$ cat src/rtl/axi4_lite_master_bridge.sv
// AXI4-Lite master bridge: turns single-beat client requests into AXI4-Lite
// read/write transactions, one at a time, and returns the completion to the client.
// All AXI-facing outputs and the client response come straight from registers.
module axi4_lite_master_bridge #(
    parameter int AXI_ID_WIDTH   = 1,
    parameter int AXI_ADDR_WIDTH = 12,
    parameter int AXI_DATA_WIDTH = 32,
    parameter int ID_VALUE       = 0
) (
    input  logic                        aclk,
    input  logic                        reset,
    // client request
    input  logic                        req_valid,
    output logic                        req_ready,
    input  logic                        req_write,
    input  logic [AXI_ADDR_WIDTH-1:0]   req_addr,
    input  logic [AXI_DATA_WIDTH-1:0]   req_wdata,
    input  logic [AXI_DATA_WIDTH/8-1:0] req_wstrb,
    input  logic [2:0]                  req_prot,
    // client response
    output logic                        rsp_valid,
    input  logic                        rsp_ready,
    output logic [AXI_DATA_WIDTH-1:0]   rsp_rdata,
    output logic [1:0]                  rsp_resp,
    // write address channel
    output logic [AXI_ID_WIDTH-1:0]     awid,
    output logic [AXI_ADDR_WIDTH-1:0]   awaddr,
    output logic [2:0]                  awprot,
    output logic                        awvalid,
    input  logic                        awready,
    // write data channel
    output logic [AXI_DATA_WIDTH-1:0]   wdata,
    output logic [AXI_DATA_WIDTH/8-1:0] wstrb,
    output logic                        wvalid,
    input  logic                        wready,
    // write response channel
    input  logic [AXI_ID_WIDTH-1:0]     bid,
    input  logic [1:0]                  bresp,
    input  logic                        bvalid,
    output logic                        bready,
    // read address channel
    output logic [AXI_ID_WIDTH-1:0]     arid,
    output logic [AXI_ADDR_WIDTH-1:0]   araddr,
    output logic [2:0]                  arprot,
    output logic                        arvalid,
    input  logic                        arready,
    // read data channel
    input  logic [AXI_ID_WIDTH-1:0]     rid,
    input  logic [AXI_DATA_WIDTH-1:0]   rdata,
    input  logic [1:0]                  rresp,
    input  logic                        rvalid,
    output logic                        rready
);

    localparam int BYTE_COUNT = AXI_DATA_WIDTH / 8;
    localparam logic [AXI_ID_WIDTH-1:0] ID_CONST = AXI_ID_WIDTH'(ID_VALUE);
    localparam logic [1:0] RESP_SLVERR = 2'b10;

    typedef enum logic [2:0] {
        IDLE,
        WR_REQ,
        WR_RESP,
        RD_REQ,
        RD_DATA,
        RSP
    } state_t;

    state_t                      state_reg, state_next;
    logic [AXI_ADDR_WIDTH-1:0]   addr_reg, addr_next;
    logic [AXI_DATA_WIDTH-1:0]   wdata_reg, wdata_next;
    logic [BYTE_COUNT-1:0]       wstrb_reg, wstrb_next;
    logic [2:0]                  prot_reg, prot_next;
    logic                        awvalid_reg, awvalid_next;
    logic                        wvalid_reg, wvalid_next;
    logic                        bready_reg, bready_next;
    logic                        arvalid_reg, arvalid_next;
    logic                        rready_reg, rready_next;
    logic                        rsp_valid_reg, rsp_valid_next;
    logic [AXI_DATA_WIDTH-1:0]   rsp_rdata_reg, rsp_rdata_next;
    logic [1:0]                  rsp_resp_reg, rsp_resp_next;

    // A channel is finished once its valid has been accepted (or was already dropped).
    logic aw_done;
    logic w_done;
    assign aw_done = !awvalid_reg || awready;
    assign w_done  = !wvalid_reg  || wready;

    // State and all registered outputs; reset abandons any transaction in flight.
    always_ff @(posedge aclk or posedge reset) begin
        if (reset) begin
            state_reg     <= IDLE;
            addr_reg      <= '0;
            wdata_reg     <= '0;
            wstrb_reg     <= '0;
            prot_reg      <= '0;
            awvalid_reg   <= 1'b0;
            wvalid_reg    <= 1'b0;
            bready_reg    <= 1'b0;
            arvalid_reg   <= 1'b0;
            rready_reg    <= 1'b0;
            rsp_valid_reg <= 1'b0;
            rsp_rdata_reg <= '0;
            rsp_resp_reg  <= '0;
        end else begin
            state_reg     <= state_next;
            addr_reg      <= addr_next;
            wdata_reg     <= wdata_next;
            wstrb_reg     <= wstrb_next;
            prot_reg      <= prot_next;
            awvalid_reg   <= awvalid_next;
            wvalid_reg    <= wvalid_next;
            bready_reg    <= bready_next;
            arvalid_reg   <= arvalid_next;
            rready_reg    <= rready_next;
            rsp_valid_reg <= rsp_valid_next;
            rsp_rdata_reg <= rsp_rdata_next;
            rsp_resp_reg  <= rsp_resp_next;
        end
    end

    // Next-state logic and next values of the registered channel signals.
    always_comb begin
        state_next     = state_reg;
        addr_next      = addr_reg;
        wdata_next     = wdata_reg;
        wstrb_next     = wstrb_reg;
        prot_next      = prot_reg;
        awvalid_next   = awvalid_reg;
        wvalid_next    = wvalid_reg;
        bready_next    = bready_reg;
        arvalid_next   = arvalid_reg;
        rready_next    = rready_reg;
        rsp_valid_next = rsp_valid_reg;
        rsp_rdata_next = rsp_rdata_reg;
        rsp_resp_next  = rsp_resp_reg;

        case (state_reg)
            IDLE: begin
                if (req_valid) begin
                    addr_next  = req_addr;
                    wdata_next = req_wdata;
                    wstrb_next = req_wstrb;
                    prot_next  = req_prot;
                    if (req_write) begin
                        awvalid_next = 1'b1;
                        wvalid_next  = 1'b1;
                        state_next   = WR_REQ;
                    end else begin
                        arvalid_next = 1'b1;
                        state_next   = RD_REQ;
                    end
                end
            end
            WR_REQ: begin
                // AW and W complete independently, in any order.
                if (awvalid_reg && awready) begin
                    awvalid_next = 1'b0;
                end
                if (wvalid_reg && wready) begin
                    wvalid_next = 1'b0;
                end
                if (aw_done && w_done) begin
                    bready_next = 1'b1;
                    state_next  = WR_RESP;
                end
            end
            WR_RESP: begin
                if (bvalid && bready_reg) begin
                    bready_next    = 1'b0;
                    rsp_rdata_next = '0;
                    rsp_resp_next  = (bid != ID_CONST) ? RESP_SLVERR : bresp;
                    rsp_valid_next = 1'b1;
                    state_next     = RSP;
                end
            end
            RD_REQ: begin
                if (arready) begin
                    arvalid_next = 1'b0;
                    rready_next  = 1'b1;
                    state_next   = RD_DATA;
                end
            end
            RD_DATA: begin
                if (rvalid && rready_reg) begin
                    rready_next    = 1'b0;
                    rsp_rdata_next = rdata;
                    rsp_resp_next  = (rid != ID_CONST) ? RESP_SLVERR : rresp;
                    rsp_valid_next = 1'b1;
                    state_next     = RSP;
                end
            end
            RSP: begin
                if (rsp_ready) begin
                    rsp_valid_next = 1'b0;
                    state_next     = IDLE;
                end
            end
            default: begin
                state_next = IDLE;
            end
        endcase
    end

    assign req_ready = (state_reg == IDLE);

    assign rsp_valid = rsp_valid_reg;
    assign rsp_rdata = rsp_rdata_reg;
    assign rsp_resp  = rsp_resp_reg;

    assign awid    = ID_CONST;
    assign awaddr  = addr_reg;
    assign awprot  = prot_reg;
    assign awvalid = awvalid_reg;

    assign wdata  = wdata_reg;
    assign wstrb  = wstrb_reg;
    assign wvalid = wvalid_reg;

    assign bready = bready_reg;

    assign arid    = ID_CONST;
    assign araddr  = addr_reg;
    assign arprot  = prot_reg;
    assign arvalid = arvalid_reg;

    assign rready = rready_reg;

endmodule

$ cat config.mk
export PLATFORM = sky130hd
export DESIGN_NAME = axi4_lite_master_bridge
export DESIGN_NICKNAME = d
export VERILOG_FILES = /design/src/rtl/axi4_lite_master_bridge.sv
export SDC_FILE = /design/constraint.sdc
export NUM_CORES = 1
export LEC_CHECK = 0
export ABC_AREA = 1
export CAP_MARGIN = 10
export CORE_AREA = 2 2 131 82
export CTS_BUF_LIST = sky130_fd_sc_hd__clkbuf_8
export DETAILED_ROUTE_END_ITERATION = 10
export DIE_AREA = 0 0 133 84
export HOLD_SLACK_MARGIN = 0.1
export PLACE_DENSITY = 0.9
export SETUP_SLACK_MARGIN = 0.4
export SLEW_MARGIN = 40
export SYNTH_ARGS = -nofsm -noshare
export SYNTH_HDL_FRONTEND = slang
export SYNTH_SLANG_ARGS = --single-unit
$ cat constraint.sdc
create_clock -name aclk -period 3.7 [get_ports aclk]
set_clock_uncertainty 0.2 [all_clocks]
set_input_delay 0.555 -clock aclk [delete_from_list [all_inputs] [get_ports aclk]]
set_output_delay 0.555 -clock aclk [all_outputs]
set_load 0.03 [all_outputs]
==> out/metrics.cfg <==
[run_status]
status = completed

[worst_setup_path]
worstPathArrival_ns = 1.94
cp_top_family = buffers and inverters
cp-end-kind = primary output
path_max_fanout = 6
start_kind = register
cp.required_ns = 2.94
crit_buf_inv = 2
max_stage_delay_ns = 0.67
slowest_stage = clkdlybuf4s50_1
timing.critical_path.cells = nor2_2, nand2_1, inv_1, clkdlybuf4s50_1
setup.worst_path.class = reg2out

[cells_and_area]
final_cell_mix = nand2_1, clkdlybuf4s50_1, dfrtp_1, o21ai_0, inv_1
final_common_cell = nand2_1
final_core_util_pct = 61.53
antennaDiodeCount = 0
drive_gt1_share_pct = 4.249
areaGrowthSynthToFinish_pct = 55.71
instances_no_fill = 798
final_nets = 755

[floorplan]
die_area_sq_mm = 0.01117
io_pins = 208
num_rows = 29
start_util_pct = 39.51
core_area_sq_mm = 0.01012
die_w_microns = 133
die_h_microns = 84

[grt]
use_met2_pct = 32.78
top_usage_layer = met2
grt_util_met1_pct = 24.70
grt_pass1_wl_microns = 17330
grt_pass1_vias = 3550
grt_overflow = 0
grt_max_degree = 95
met3_usage_pct = 6.315
antenna_found_initial = 0
gr-usage-all-layers_pct = 19.56

[job]
max_cap_viol_count = 0

[power_and_ir_drop]
switching_share_pct = 45.94
powerDensity_mw_per_mm2 = 970.5
switchingPower_uw = 2777
power_frac_seq_pct = 30.2
p_leak_uw = 0.002921
pwr-share-clk_pct = 12.8
comb_power_share_pct = 56.9
internal_power_uw = 3267
vdd_drop_max_mv = 0.5012

[clock_tree]
cts.repair.resized = 0
root_buffer = clkbuf_8
post-cts-setup-buffer-count = 0
clock_path_buffers = 2
clock_sinks = 94
cts.clk_slew.worst_paths_ns = 0.09
h-tree-depth = 3
cts_tree = built
clkLatencyLatePin_ns = 0.34
numCtsBuffers = 9
cts_hold_buf = 0

[detailed_routing]
via_count = 3696
drc_errors = 0
wl_per_cell_microns = 13.48
final_antenna_net_count = 0
postRouteWirelength_microns = 10760
dr.pass1.iters = 5
avgViaCountPerCell = 4.632
drt_iter0_markers = 165

[timing]
final_hold_viol_count = 0
setup_viol_count_final = 0
report.final.slew_viol_count = 0
max_slew_margin_pct = 45.14
finalCritPeriodShare_pct = 72.83
grt_setup_unrepaired = no
fin_tns_setup_ns = 0
max_freq_mhz = 371.1
worst_pin_slew_ns = 0.8229
period_minus_slack_ns = 2.695

[placement]
gp_congestion = 0.8590
hpwlAfterDp_microns = 7732
io_buffers = 205
dp.cells = 784

[synth]
synth_cells = 475
ys_types = 20
yosysTopAreaCellShare_pct = 58.81
yosysTopAreaCell = dfrtp_1
syn_area_sq_mm = 0.004000
avgSynthCellArea_sq_um = 8.421
synth_warnings = 0
ys_seq_elements = 94
ys_seq_area_share_pct = 58.81
synth.top_cells.by_area = dfrtp_1, nand2_1, buf_4, buf_2, o21ai_0

[hold_path]
min_path_type = reg2reg

## stage by stage
step / setup WS [ns] / area, sq um / power (uW) / hold WS, ns
after floorplan: 0.4963 / 4004 / 3968 / 0.3037
after global placement: 1.355 / 5997 / 5208 / 0.2532
after detailed placement: 1.338 / 6001 / 5296 / 0.2590
after CTS: 0.9806 / 6226 / 6101 / 0.2796
after global routing: 0.8994 / 6228 / 6402 / 0.2896
final: 1.005 / 6228 / 6045 / 0.2758
## worst paths after layout
check | from | cells past startpoint | slack, ns | to
worst max register to register | state_reg[0] | 7 | 1.61 | awvalid
max in group asynchronous | reset | 2 | 2.35 | wdata[8]
worst min-delay path | wdata[11] | 2 | 0.28 | wdata[11]
worst min register to register | wdata[11] | 2 | 0.28 | wdata[11]
worst max-delay path | state_reg[0] | 4 | 1.01 | req_ready
min in group asynchronous | reset | 2 | 0.53 | wdata[15]
## cell usage after synthesis (all sizes together)
cell type and count:
nor2 12, a31oi 1, nand3b 1, nand3 13, clkinv 1, dfrtp 94
o21ai 37, conb 1, clkbuf 1, inv 17, nand2 260, buf 37
## layout make-up
class,instances,area (sq um)
well taps,139,173.9
multi-input cells,326,1334
clock buffers,9,123.9
inverters,18,76.32
clock inverters,5,101.3
flip-flops and latches,94,2352
fillers,798,3895
repair buffers,207,2067
## routing by layer
metal / vias to the layer above / routed length, microns / share of wire, %
li1: 1806 / - / -
met1: 1709 / 4692 / 44
met2: 170 / 4951 / 46
met3: 11 / 983 / 9.1
met4: 0 / 130 / 1.2
met5: - / 0 / 0
## power by group through the flow
stage	logic (uW)	clock network (uW)	registers, uW
2_1_floorplan	1240	0	2720
3_3_place_gp	3400	0	1810
3_5_place_dp	3460	0	1830
4_1_cts	3470	806	1830
5_1_grt	3670	842	1890
6_report	3440	776	1830
## logic make-up (layout without fill, tap and decap cells)
logic type	count (synthesis)	count (layout)	share of synthesized area, %
DFF	94	94	58.81
AOI/OAI and AO/OA	38	38	5.255
buffers and inverters	56	239	7.945
and+or+nand+nor	286	286	27.90
other	1	2	0.09375
## tightest hold or removal path, stage by stage (launching register included)
cell and delay [ns]:
dfrtp_1 0.35, nand2_1 0.06, nand2_1 0.05
Power figures use the tool's default switching activity.
